==> config.mk <==
export PLATFORM = sky130hd
export DESIGN_NAME = battle_engine
export DESIGN_NICKNAME = d
export VERILOG_FILES = /design/src/rtl/battle_engine.sv
export SDC_FILE = /design/constraint.sdc
export NUM_CORES = 1
export LEC_CHECK = 0
export CORE_UTILIZATION = 35
export DETAILED_ROUTE_END_ITERATION = 7
export HOLD_SLACK_MARGIN = 0.12
export SYNTH_ARGS = -nofsm -noshare
export SYNTH_HDL_FRONTEND = slang
export SYNTH_SLANG_ARGS = --single-unit
==> constraint.sdc <==
create_clock -name clk_in -period 2.9 [get_ports clk_in]
set_input_delay 0.58 -clock clk_in [delete_from_list [all_inputs] [get_ports clk_in]]
set_output_delay 0.58 -clock clk_in [all_outputs]
set_load 0.05 [all_outputs]
==> src/rtl/battle_engine.sv <==
// rtl/battle_engine.sv - turn-based battle FSM with cursor menu, HP bookkeeping and health bars
module battle_engine #(
  parameter int HP_W        = 8,
  parameter int ENEMY_HP    = 100,
  parameter int PLAYER_DMG  = 20,
  parameter int ENEMY_DMG   = 10,
  parameter int HEAL_AMT    = 25,
  parameter int ENEMY_DELAY = 20,
  parameter int END_DELAY   = 10,
  parameter int BAR_SHIFT   = 1
) (
  input  logic            clk_in,
  input  logic            rst_in,
  input  logic            start,
  input  logic            frame_tick,
  input  logic            left_in,
  input  logic            right_in,
  input  logic            up_in,
  input  logic            down_in,
  input  logic            select,
  input  logic [HP_W-1:0] health_in,
  input  logic [7:0]      rand_in,
  output logic [HP_W-1:0] health_out,
  output logic [HP_W-1:0] enemy_health,
  output logic [HP_W-1:0] player_bar,
  output logic [HP_W-1:0] enemy_bar,
  output logic            cursor_x,
  output logic            cursor_y,
  output logic [3:0]      enemy_sel_x,
  output logic            enemy_sel_y,
  output logic [1:0]      outcome,
  output logic            run,
  output logic [2:0]      state_out
);

  localparam int W2    = HP_W + 2;
  localparam int CNT_W = 16;

  typedef enum logic [2:0] {
    S_IDLE = 3'd0, S_INIT = 3'd1, S_MENU = 3'd2, S_PLAYER_ACT = 3'd3,
    S_ENEMY_WAIT = 3'd4, S_END_WAIT = 3'd5, S_DONE = 3'd6
  } state_t;

  // Move code is {cursor_y, cursor_x} captured at select time
  localparam logic [1:0] MV_FIGHT   = 2'd0;
  localparam logic [1:0] MV_SPECIAL = 2'd1;
  localparam logic [1:0] MV_HEAL    = 2'd2;
  localparam logic [1:0] MV_RUN     = 2'd3;

  state_t           state_q, state_d;
  logic [HP_W-1:0]  health_q, health_d, max_q, max_d, enemy_q, enemy_d;
  logic [HP_W-1:0]  pbar_q, pbar_d, ebar_q, ebar_d;
  logic             cx_q, cx_d, cy_q, cy_d, sel_y_q, sel_y_d, run_q, run_d;
  logic [3:0]       sel_x_q, sel_x_d;
  logic [1:0]       outcome_q, outcome_d, move_q, move_d;
  logic [CNT_W-1:0] counter_q, counter_d;

  // Widened arithmetic so sums never wrap before saturation
  logic [W2-1:0] hp_ext, en_ext, max_ext, heal_sum, player_dmg, enemy_hit;
  logic [HP_W-1:0] enemy_after, heal_after, hit_after;

  // Damage, heal and saturation results for the current cycle
  always_comb begin
    hp_ext     = {2'b00, health_q};
    en_ext     = {2'b00, enemy_q};
    max_ext    = {2'b00, max_q};
    heal_sum   = hp_ext + W2'(HEAL_AMT);
    enemy_hit  = W2'(ENEMY_DMG) + W2'(rand_in[1:0]);
    player_dmg = '0;
    if (move_q == MV_FIGHT) player_dmg = W2'(PLAYER_DMG) + W2'(rand_in[1:0]);
    else if (move_q == MV_SPECIAL && rand_in[7]) player_dmg = W2'(2 * PLAYER_DMG);
    enemy_after = (en_ext > player_dmg) ? HP_W'(en_ext - player_dmg) : '0;
    heal_after  = (heal_sum > max_ext) ? max_q : HP_W'(heal_sum);
    hit_after   = (hp_ext > enemy_hit) ? HP_W'(hp_ext - enemy_hit) : '0;
  end

  // Next-state and next-value logic for the battle FSM
  always_comb begin
    state_d   = state_q;
    health_d  = health_q;
    max_d     = max_q;
    enemy_d   = enemy_q;
    cx_d      = cx_q;
    cy_d      = cy_q;
    sel_x_d   = sel_x_q;
    sel_y_d   = sel_y_q;
    outcome_d = outcome_q;
    move_d    = move_q;
    counter_d = counter_q;
    pbar_d    = health_q >> BAR_SHIFT;
    ebar_d    = enemy_q >> BAR_SHIFT;

    if (!start && state_q != S_IDLE && state_q != S_DONE) begin
      // Abort mid-battle: HP values are intentionally kept
      state_d   = S_IDLE;
      outcome_d = 2'd0;
      counter_d = '0;
    end else begin
      case (state_q)
        S_IDLE: if (start) state_d = S_INIT;
        S_INIT: begin
          enemy_d   = HP_W'(ENEMY_HP);
          health_d  = health_in;
          max_d     = health_in;
          sel_x_d   = (rand_in[3:0] == 4'hF) ? 4'hE : rand_in[3:0];
          sel_y_d   = rand_in[4];
          cx_d      = 1'b0;
          cy_d      = 1'b0;
          counter_d = '0;
          if (health_in == '0) begin
            outcome_d = 2'd2;
            state_d   = S_END_WAIT;
          end else begin
            outcome_d = 2'd0;
            state_d   = S_MENU;
          end
        end
        S_MENU: if (frame_tick) begin
          if (left_in) cx_d = 1'b0;
          else if (right_in) cx_d = 1'b1;
          if (up_in) cy_d = 1'b0;
          else if (down_in) cy_d = 1'b1;
          if (select) begin
            move_d = {cy_q, cx_q};
            if ({cy_q, cx_q} == MV_RUN) begin
              outcome_d = 2'd3;
              state_d   = S_DONE;
            end else begin
              state_d = S_PLAYER_ACT;
            end
          end
        end
        S_PLAYER_ACT: if (frame_tick) begin
          counter_d = '0;
          if (move_q == MV_HEAL) health_d = heal_after;
          else enemy_d = enemy_after;
          if (move_q != MV_HEAL && enemy_after == '0) begin
            outcome_d = 2'd1;
            state_d   = S_END_WAIT;
          end else begin
            state_d = S_ENEMY_WAIT;
          end
        end
        S_ENEMY_WAIT: if (frame_tick) begin
          if (counter_q == CNT_W'(ENEMY_DELAY - 1)) begin
            health_d  = hit_after;
            counter_d = '0;
            if (hit_after == '0) begin
              outcome_d = 2'd2;
              state_d   = S_END_WAIT;
            end else begin
              state_d = S_MENU;
            end
          end else begin
            counter_d = counter_q + 1'b1;
          end
        end
        S_END_WAIT: if (frame_tick) begin
          if (counter_q == CNT_W'(END_DELAY - 1)) begin
            counter_d = '0;
            state_d   = S_DONE;
          end else begin
            counter_d = counter_q + 1'b1;
          end
        end
        S_DONE: if (!start) state_d = S_IDLE;
        default: state_d = S_IDLE;
      endcase
    end
    run_d = (state_d == S_DONE);
  end

  // All state registers, with synchronous reset
  always_ff @(posedge clk_in) begin
    if (rst_in) begin
      state_q   <= S_IDLE;
      health_q  <= health_in;
      max_q     <= health_in;
      enemy_q   <= HP_W'(ENEMY_HP);
      cx_q      <= 1'b0;
      cy_q      <= 1'b0;
      sel_x_q   <= 4'd0;
      sel_y_q   <= 1'b0;
      outcome_q <= 2'd0;
      move_q    <= MV_FIGHT;
      counter_q <= '0;
      run_q     <= 1'b0;
      pbar_q    <= health_in >> BAR_SHIFT;
      ebar_q    <= HP_W'(ENEMY_HP) >> BAR_SHIFT;
    end else begin
      state_q   <= state_d;
      health_q  <= health_d;
      max_q     <= max_d;
      enemy_q   <= enemy_d;
      cx_q      <= cx_d;
      cy_q      <= cy_d;
      sel_x_q   <= sel_x_d;
      sel_y_q   <= sel_y_d;
      outcome_q <= outcome_d;
      move_q    <= move_d;
      counter_q <= counter_d;
      run_q     <= run_d;
      pbar_q    <= pbar_d;
      ebar_q    <= ebar_d;
    end
  end

  assign health_out   = health_q;
  assign enemy_health = enemy_q;
  assign player_bar   = pbar_q;
  assign enemy_bar    = ebar_q;
  assign cursor_x     = cx_q;
  assign cursor_y     = cy_q;
  assign enemy_sel_x  = sel_x_q;
  assign enemy_sel_y  = sel_y_q;
  assign outcome      = outcome_q;
  assign run          = run_q;
  assign state_out    = state_q;

endmodule

==> results_dict.tcl, run 1 <==
set metrics [dict create \
    grt.overflow.total 0 \
    clock.fmax_ghz 0.354 \
    fin_crit_sh 0.974 \
    area_growth_pct 39.8 \
    grt_first_pass_wirelength_um 17700 \
    final_util 0.503 \
    synth_top_area_cell "dfxtp_1" \
    p_sw_frac 0.305 \
    p_leak_nw 2.17 \
    worst-setup-path-type "register to register" \
    placed_cell_area_um2 5170 \
    synth.area.top_cells "dfxtp_1, edfxtp_1, ha_1" \
    port_buffers 65 \
    reg2reg_depth 12 \
    hold_buffers 0 \
    drtIter0Drc 195 \
    fin_nets 633 \
    synth_area_per_cell_um2 8.52 \
    start_util 0.360 \
    cts_buffers 9 \
    antenna_found_initial 0 \
    grt.total_usage 0.192 \
    fin_crit_ns 2.82 \
    timing.slew.headroom 0.620 \
    grt_pass1_vias 3623 \
    core.rowCount 39 \
    dp_hpwl_um 8090 \
    cts.sinks 69 \
    worstHoldPathType "register to register" \
    cts_root_buf "clkbuf_16" \
    path_cells "ha_2 -> buf_4 -> xor2_4 -> ha_4 -> a21o_1 -> a21o_1 -> a21oi_2 -> nor3_2 -> a41oi_4 -> buf_12 -> mux2i_2 -> o221ai_1" \
    cp_top_family "compound AO/OA/AOI/OAI gates" \
    clock_latency_ns 0.34 \
    end_kind "register" \
    cts_tree "done" \
    reg2reg_from "health_out[1]$_DFFE_PP_" \
    syn_inst 482 \
    yosysWarnings 0 \
    synth_edf_count 16 \
    synth_seq_area_share 0.375 \
    path_depth 12 \
    drc 0 \
    power_switching_mw 0.868 \
    synth_top_area_share 0.258 \
    startpoint_type "register" \
    reg2reg_to "health_out[5]$_DFFE_PP_" \
    async_flop_share 0 \
    synthesis.area_um2 4110 \
    grt_setup_unrepaired "yes" \
    worstMarginPinSlew_ns 0.569 \
    critPathLaunch "health_out[1]$_DFFE_PP_" \
    cp.required_ns 2.98 \
    ir_worst_vdd_v 0.000355 \
    synth_cell_types 58 \
    rrSetupSlack_ns 0.08 \
    finalHoldViolCount 0 \
    cp_max_fo 7 \
    synth_ff_type "dfxtp_1" \
    power_density_nw_per_um2 496 \
    crit_buf_inv 2 \
    wl_um 11100 \
    clockBufferDepth 2 \
    post_drt_wl_per_cell_um 15.1 \
    internal_power_mw 1.98 \
    max_stage_delay_ns 0.43 \
    maxCapViolCount 0 \
    slowest_stage "edfxtp_1" \
    setup_viol 0 \
    clockPowerShare 0.354 \
    die_x_um 110 \
    via_per_inst 5.19 \
    critPathMostFrequentCell "a21o_1" \
    grt_max_degree 36 \
    drive_above_1_share 0.200 \
    cp_data_arrival_time_ns 2.90 \
    vias 3812 \
    first_pass_iters 4 \
    pwr-share-comb 0.271 \
    synth_seq_cells 69 \
    design_area_um2 5740 \
    clk_pin_slew_ns 0.06 \
    critPathCapture "health_out[5]$_DFFE_PP_" \
    dieArea_um2 12200 \
    ios 70 \
    htreeDepth 3 \
    power_frac_seq 0.375 \
    fp.dieH_um 110 \
    diodes 0 \
    fin_worst_skew_ns 0.00806 \
    routabilityCongestion 0.905 \
    status "finished clean" \
    core_um2 11400 \
    ant_nets 0 \
    report.final.slew_viol_count 0 \
]
## power groups by stage
stage	Clock (mW)	Sequential, mW	Combinational [mW]
2_1_floorplan	0	1.16	0.340
3_3_place_gp	0	1.08	0.665
3_5_place_dp	0	1.08	0.673
4_1_cts	1.03	1.06	0.696
5_1_grt	1.07	1.07	0.833
6_report	1.01	1.07	0.769
## tightest hold or removal path, delay by kind of cell, from the launching register on
kind	cells	cell delay [ns]
AOI/OAI and AO/OA	1	0.05
DFF	1	0.30
and+or+nand+nor	1	0.05
## how the worst min path moves through the flow
stage	end	startpoint	slack (ns)	cells past startpoint
global placement	enemy_sel_y$_SDFFE_PP0P_	enemy_sel_y$_SDFFE_PP0P_	0.45	2
CTS	enemy_sel_y$_SDFFE_PP0P_	enemy_sel_y$_SDFFE_PP0P_	0.46	2
finish	enemy_sel_y$_SDFFE_PP0P_	enemy_sel_y$_SDFFE_PP0P_	0.45	2
floorplan	move_q[1]$_SDFFE_PP0P_	move_q[1]$_SDFFE_PP0P_	0.46	2
detailed placement	enemy_sel_y$_SDFFE_PP0P_	enemy_sel_y$_SDFFE_PP0P_	0.45	2
global route	outcome[0]$_SDFFE_PP0P_	outcome[0]$_SDFFE_PP0P_	0.48	2
## cell type report
type / instances / area, um2
Timing Repair Buffer: 115 / 1040
Sequential cell: 69 / 1540
Multi-Input combinational cell: 365 / 2620
Tap cell: 143 / 179
Clock inverter: 3 / 12.5
Clock buffer: 13 / 250
Fill cell: 1081 / 5680
Inverter: 26 / 97.6
## Yosys cell counts (2+ instances only)
cell,count
or3_1,2
xor2_1,11
nand2b_1,10
ha_1,20
nand3_1,12
nor3_1,10
nand3b_1,4
o221ai_1,6
a21o_1,3
nand2_1,54
o22ai_1,2
o21bai_1,2
or2_2,5
fa_1,2
nor4_1,8
nor2_1,49
mux2i_1,10
a22oi_1,4
dfxtp_1,53
buf_4,4
a31oi_1,3
and2_1,4
a211oi_1,5
xnor2_1,13
o32ai_1,3
buf_2,4
o21a_1,4
a21oi_1,27
inv_1,26
clkbuf_1,14
nand4_1,10
or4_1,2
o21ai_0,25
and3_1,7
o211ai_1,3
edfxtp_1,16
nor3b_1,5
mux2_2,8
nor2b_1,13
## kinds of logic after synthesis
logic type,Yosys count,share of synthesized area
AND/OR/NAND/NOR,201,0.245
AO/OA/AOI/OAI,98,0.161
flip-flops,69,0.375
buffers and inverters,49,0.0497
XOR/XNOR,24,0.0512
adder cells (fa/ha/maj),22,0.0707
multiplexers,18,0.0463
other,1,0.000913
## per-stage QoR
stage	instances	TNS (ns)	total power [mW]	hold slack [ns]	setup slack (ns)
global route	734	-0.174	2.98	0.478	-0.0585
global placement	709	-1.92	1.75	0.449	-0.342
finish	734	0	2.84	0.453	0.0763
detailed placement	709	-2.97	1.76	0.452	-0.408
CTS	729	-0.0569	2.79	0.459	-0.0270
floorplan	483	-1.05	1.50	0.458	-0.169
## registers in the layout, indices dropped and copies added (netlist names)
signal,count
outcome,2
max_q,8
cursor_y,1
health_out,8
enemy_bar,7
state_out,3
run,1
enemy_sel_x,4
enemy_sel_y,1
player_bar,7
move_q,2
cursor_x,1
enemy_health,8
counter_q,16
## cell usage in the layout (no fill, tap or decap), types with 5 or more instances in the layout
| cell type | instances |
|---|---|
| nor3_1 | 9 |
| xnor2_1 | 12 |
| ha_1 | 12 |
| o21ai_0 | 20 |
| nand2_1 | 51 |
| mux2_2 | 8 |
| ha_4 | 5 |
| xor2_1 | 9 |
| nand3_1 | 11 |
| clkbuf_16 | 9 |
| and3_1 | 7 |
| clkdlybuf4s50_1 | 63 |
| nor2b_1 | 13 |
| nand4_1 | 10 |
| nor2_1 | 47 |
| nand2b_1 | 10 |
| edfxtp_1 | 16 |
| dfxtp_1 | 53 |
| mux2i_1 | 6 |
| o221ai_1 | 6 |
| a21oi_1 | 22 |
| inv_1 | 25 |
| nor4_1 | 6 |
| o21ai_1 | 5 |
| buf_4 | 49 |
## routing by layer
metal	GRT usage	routed length [um]	share of wire
met4	0.0714	180	0.016
met2	0.305	5250	0.47
met1	0.255	5250	0.47
met5	0	0	0
met3	0.0423	375	0.034
## repair_timing
item	CTS	global route
gates resized for setup	9	35
setup buffers	4	5
pin swaps	9	24
endpoints found under the setup margin	10	11
No activity file was read; power rests on OpenSTA's default activity.
==> run 2: changes to the inputs <==
Settings changed: CORE_UTILIZATION 35 to 45, PLACE_DENSITY set to 0.72.
==> run 2 against run 1 <==
The flow now finishes with violations (negative setup slack). Critical path depth increased by 3. Cell count decreased by 5.0%. Die area decreased by 22%. Non-clock buffer count decreased by 2. Clock power decreased by 16%. First-iteration DRC count decreased by 30%. Critical path type unchanged. Largest cell class unchanged.
==> results_dict.tcl, run 2 (synthesized netlist as in run 1, its figures left out) <==
set metrics [dict create \
    area_growth_pct 36.0 \
    power_density_nw_per_um2 478 \
    first_pass_iters 5 \
    timing.slew.headroom 0.595 \
    cp_max_fo 7 \
    p_leak_nw 2.14 \
    grt_pass1_vias 3818 \
    p_total_mw 2.67 \
    start_util 0.469 \
    final_cells 697 \
    cp_data_arrival_time_ns 2.99 \
    finalHoldViolCount 0 \
    clk_pin_slew_ns 0.08 \
    report.final.slew_viol_count 0 \
    drive_above_1_share 0.192 \
    dp_hpwl_um 8000 \
    setup_viol 2 \
    cts.sinks 69 \
    drtIter0Drc 136 \
    antenna_found_initial 0 \
    cts_tree "done" \
    clock.fmax_ghz 0.342 \
    worst-setup-path-type "register to register" \
    ir_worst_vdd_v 0.000240 \
    end_kind "register" \
    hold_buffers 0 \
    grt_first_pass_wirelength_um 18100 \
    clockBufferDepth 2 \
    vias 3881 \
    core_um2 8760 \
    layout_commonest_cell "clkdlybuf4s50_1" \
    fin_nets 631 \
    grt_max_degree 36 \
    startpoint_type "register" \
    mostFrequentLayoutCells "clkdlybuf4s50_1, nand2_1, dfxtp_1, nor2_1, buf_4" \
    status "complete, but fails checks" \
    tns_ns -0.0365 \
    core.rowCount 34 \
    fin_worst_skew_ns 0.00983 \
    cts_buffers 9 \
    fin_crit_ns 2.92 \
    fin_crit_sh 1.01 \
    grt.overflow.total 0 \
    dp_cells 677 \
    maxCapViolCount 0 \
    cts_root_buf "clkbuf_8" \
    fin_ws_ns -0.0235 \
    regMostFlops "counter_q" \
    violations "negative setup slack" \
    worstHoldPathType "register to register" \
    worstMarginPinSlew_ns 0.607 \
    clock_latency_ns 0.35 \
    largest_register_ffs 16 \
    wl_um 11000 \
    via_per_inst 5.57 \
    routabilityCongestion 0.948 \
    ant_nets 0 \
    ios 70 \
    grt_setup_unrepaired "yes" \
    dieArea_um2 9510 \
    diodes 0 \
    post_drt_wl_per_cell_um 15.8 \
    port_buffers 65 \
    cp.required_ns 2.96 \
    htreeDepth 3 \
    grt.total_usage 0.234 \
    fp.dieH_um 97.5 \
    drc 0 \
    die_x_um 97.5 \
]
==> run 2: cell types whose count changed in the layout (fill, tap and decap cells not counted), moves of 3 or more <==
cell	previous run	this run
clkbuf_8	1	9
clkbuf_1	3	0
ha_1	12	16
clkbuf_16	9	0
==> run 2: critical path, cell delays in order, from the launching register on <==
cell and delay [ns]:
edfxtp_1 0.48, ha_4 0.22, a21oi_4 0.18, nand2b_1 0.10
nand2_1 0.09, or2_4 0.14, nand2_4 0.05, ha_4 0.16
nor4_2 0.13, o21ai_1 0.12, a21oi_2 0.17, nor3_4 0.07
a41oi_4 0.20, buf_12 0.17, mux2i_2 0.22, o221ai_1 0.13
==> run 2: power breakdown <==
group	leakage [nW]	internal (mW)	total, mW	switching (mW)
combinational	1.44	0.335	0.750	0.415
sequential	0.589	1.03	1.07	0.0439
clock	0.107	0.479	0.853	0.373
==> run 2: timing repair <==
| action | CTS | global route |
|---|---|---|
| setup endpoints to repair | 9 | 11 |
| resized for setup | 7 | 27 |
| buffers inserted | 2 | 2 |
| pin swaps | 4 | 20 |
==> run 2: stage by stage <==
step                area [um2]  hold WS [ns]  utilization  setup slack [ns]
floorplan                 4130         0.458            -            -0.169
global placement          5150         0.444        0.588            -0.335
detailed placement        5150         0.454        0.588            -0.431
CTS                       5420         0.465        0.618           0.00168
global route              5590         0.487        0.637            -0.159
finish                    5590         0.459        0.637           -0.0235
==> run 2: area by class of cell <==
class | instances | area, um2
clock inverters | 7 | 90.1
clock buffers | 9 | 124
well taps | 108 | 135
inverters | 26 | 97.6
flip-flops and latches | 69 | 1540
multi-input cells | 365 | 2570
repair buffers | 113 | 1030
fillers | 729 | 3180
==> run 2: worst paths after layout <==
path                                 start                       end  slack [ns]  cells after the start
setup reg to reg   health_out[0]$_DFFE_PP_   health_out[1]$_DFFE_PP_       -0.02                     15
hold / removal    enemy_sel_y$_SDFFE_PP0P_  enemy_sel_y$_SDFFE_PP0P_        0.46                      2
hold reg to reg   enemy_sel_y$_SDFFE_PP0P_  enemy_sel_y$_SDFFE_PP0P_        0.46                      2
setup / recovery   health_out[0]$_DFFE_PP_   health_out[1]$_DFFE_PP_       -0.02                     15
==> run 2: routing by layer <==
layer,global-route usage,up-vias,wire (um),share of wire
met2,0.404,102,5500,0.50
met1,0.302,1850,4890,0.45
met4,0.0588,0,157,0.014
li1,-,1912,-,-
met5,0,-,0,0
met3,0.0388,17,439,0.040
==> run 3: changes to the inputs <==
Settings changed: CTS_CLUSTER_SIZE set to 10, GPL_TIMING_DRIVEN set to 0.
==> run 3 against run 2 <==
The run still ends with negative setup slack left. Hold slack gained 0.0041 ns. Total power shrank 2.1%. Flip-flop and latch count is the same. Routed wire length shrank 1.3%. Global-route usage shrank 1.1 points. Core utilization shrank 0.40 points. Final area shrank 0.63%. Clock skew grew 0.00062 ns. Register-to-register slack lost 0.09 ns. Setup slack lost 0.086 ns. Highest routed layer unchanged.
==> results_dict.tcl, run 3 (synthesized netlist as in run 1, its figures left out) <==
set metrics [dict create \
    antenna_found_initial 0 \
    placed_cell_area_um2 4900 \
    reg2reg_depth 12 \
    whs_ns 0.463 \
    reg2reg_from "health_out[1]$_DFFE_PP_" \
    first_pass_iters 5 \
    cp_max_fo 7 \
    post_drt_wl_per_cell_um 15.7 \
    core_um2 8760 \
    cts_buffers 9 \
    largest_register_ffs 16 \
    cts_root_buf "clkbuf_8" \
    final_cells 693 \
    mostFrequentLayoutCells "clkdlybuf4s50_1, nand2_1, dfxtp_1, nor2_1, buf_4" \
    ios 70 \
    regMostFlops "counter_q" \
    layout_commonest_cell "clkdlybuf4s50_1" \
    timing.slew.headroom 0.581 \
    grt_first_pass_wirelength_um 17000 \
    via_per_inst 5.54 \
    setup_viol 7 \
    worst-setup-path-type "register to register" \
    status "complete, but fails checks" \
    grt.total_usage 0.223 \
    start_util 0.469 \
    drc 0 \
    p_total_mw 2.62 \
    critPathCapture "health_out[0]$_DFFE_PP_" \
    worstMarginPinSlew_ns 0.628 \
    routabilityCongestion 0.948 \
    clock.fmax_ghz 0.332 \
    vias 3838 \
    p_leak_nw 2.07 \
    die_x_um 97.5 \
    drive_above_1_share 0.179 \
    grt_pass1_vias 3581 \
    core.rowCount 34 \
    fin_ws_ns -0.110 \
    min_delay_path_depth 2 \
    cts.sinks 69 \
    maxCapViolCount 0 \
    dp_hpwl_um 7680 \
    clockBufferDepth 2 \
    dp_cells 655 \
    cts_tree "done" \
    fin_worst_skew_ns 0.0104 \
    report.final.slew_viol_count 0 \
    ir_worst_vdd_v 0.000243 \
    port_buffers 64 \
    power_density_nw_per_um2 472 \
    grt_max_degree 14 \
    drtIter0Drc 168 \
    fin_nets 627 \
    end_kind "register" \
    wl_um 10800 \
    clock_latency_ns 0.35 \
    fin_crit_sh 1.04 \
    ant_nets 0 \
    reg2reg_to "health_out[0]$_DFFE_PP_" \
    cp_data_arrival_time_ns 3.09 \
    area_growth_pct 35.2 \
    fp.dieH_um 97.5 \
    worstHoldPathType "register to register" \
    diodes 0 \
    finalHoldViolCount 0 \
    design_area_um2 5550 \
    dieArea_um2 9510 \
    fin_crit_ns 3.01 \
    grt_setup_unrepaired "yes" \
    pre_cts_slack_ns -0.534 \
    tns_ns -0.559 \
    htreeDepth 3 \
    grt.overflow.total 0 \
    clk_pin_slew_ns 0.08 \
    hold_buffers 0 \
    cp.required_ns 2.98 \
    fillers 753 \
    violations "negative setup slack" \
    startpoint_type "register" \
    critPathLaunch "health_out[1]$_DFFE_PP_" \
    rrSetupSlack_ns -0.11 \
    final_util 0.633 \
]
## run 3: cell count changes in the layout (fill, tap and decap cells not counted), moves of 3 or more
| cell | before | now |
|---|---|---|
| clkbuf_1 | 0 | 12 |
| buf_2 | 0 | 3 |
| clkdlybuf4s50_1 | 64 | 61 |
| buf_4 | 47 | 28 |
| o21ai_1 | 4 | 7 |
## run 3: layout make-up
| cell class | count | area, um2 | share of cell area |
|---|---|---|---|
| Clock inverter | 4 | 28.8 | 0.00518 |
| Multi-Input combinational cell | 365 | 2620 | 0.472 |
| Inverter | 26 | 97.6 | 0.0176 |
| Sequential cell | 69 | 1550 | 0.279 |
| Tap cell | 108 | 135 | 0.0243 |
| Buffer | 21 | 111 | 0.0201 |
| Timing Repair Buffer | 88 | 835 | 0.150 |
| Clock buffer | 12 | 178 | 0.0320 |
## run 3: how the worst min path moves through the flow
| stage | from | end | slack [ns] |
|---|---|---|---|
| global placement | enemy_sel_x[0]$_SDFFE_PP0P_ | enemy_sel_x[0]$_SDFFE_PP0P_ | 0.44 |
| detailed placement | outcome[1]$_SDFFE_PP0P_ | outcome[1]$_SDFFE_PP0P_ | 0.45 |
| global route | enemy_sel_y$_SDFFE_PP0P_ | enemy_sel_y$_SDFFE_PP0P_ | 0.50 |
| finish | enemy_sel_y$_SDFFE_PP0P_ | enemy_sel_y$_SDFFE_PP0P_ | 0.46 |
| CTS | enemy_sel_y$_SDFFE_PP0P_ | enemy_sel_y$_SDFFE_PP0P_ | 0.46 |
| floorplan | move_q[1]$_SDFFE_PP0P_ | move_q[1]$_SDFFE_PP0P_ | 0.46 |
## run 3: where the power goes
group | leakage [nW] | internal [mW] | switching (mW)
Combinational | 1.38 | 0.328 | 0.426
Clock | 0.0989 | 0.415 | 0.388
Sequential | 0.589 | 1.03 | 0.0362
Total | 2.07 | 1.77 | 0.850
## run 3: per-layer routing
| layer | GRT usage | part of all wire | vias to the layer above |
|---|---|---|---|
| met2 | 0.369 | 0.48 | 118 |
| li1 | - | - | 1907 |
| met1 | 0.296 | 0.45 | 1793 |
| met5 | 0 | 0 | - |
| met4 | 0.0781 | 0.020 | 0 |
| met3 | 0.0324 | 0.042 | 20 |
## run 3: timing repair
action                     CTS  global route
pin swaps                    7            27
cloned                       0             0
setup buffers               12            12
setup endpoints to repair   11            11
gates resized for setup     14            40
## run 3: worst max-delay path, cell delays in order, from the launching register on
cell and delay (ns):
edfxtp_1 0.48, ha_4 0.22, buf_4 0.13, xor2_1 0.29
ha_1 0.32, a21o_1 0.16, a21o_1 0.18, a21oi_2 0.18
nor3_4 0.06, a41oi_4 0.20, buf_12 0.17, mux2i_1 0.22
o221ai_1 0.12
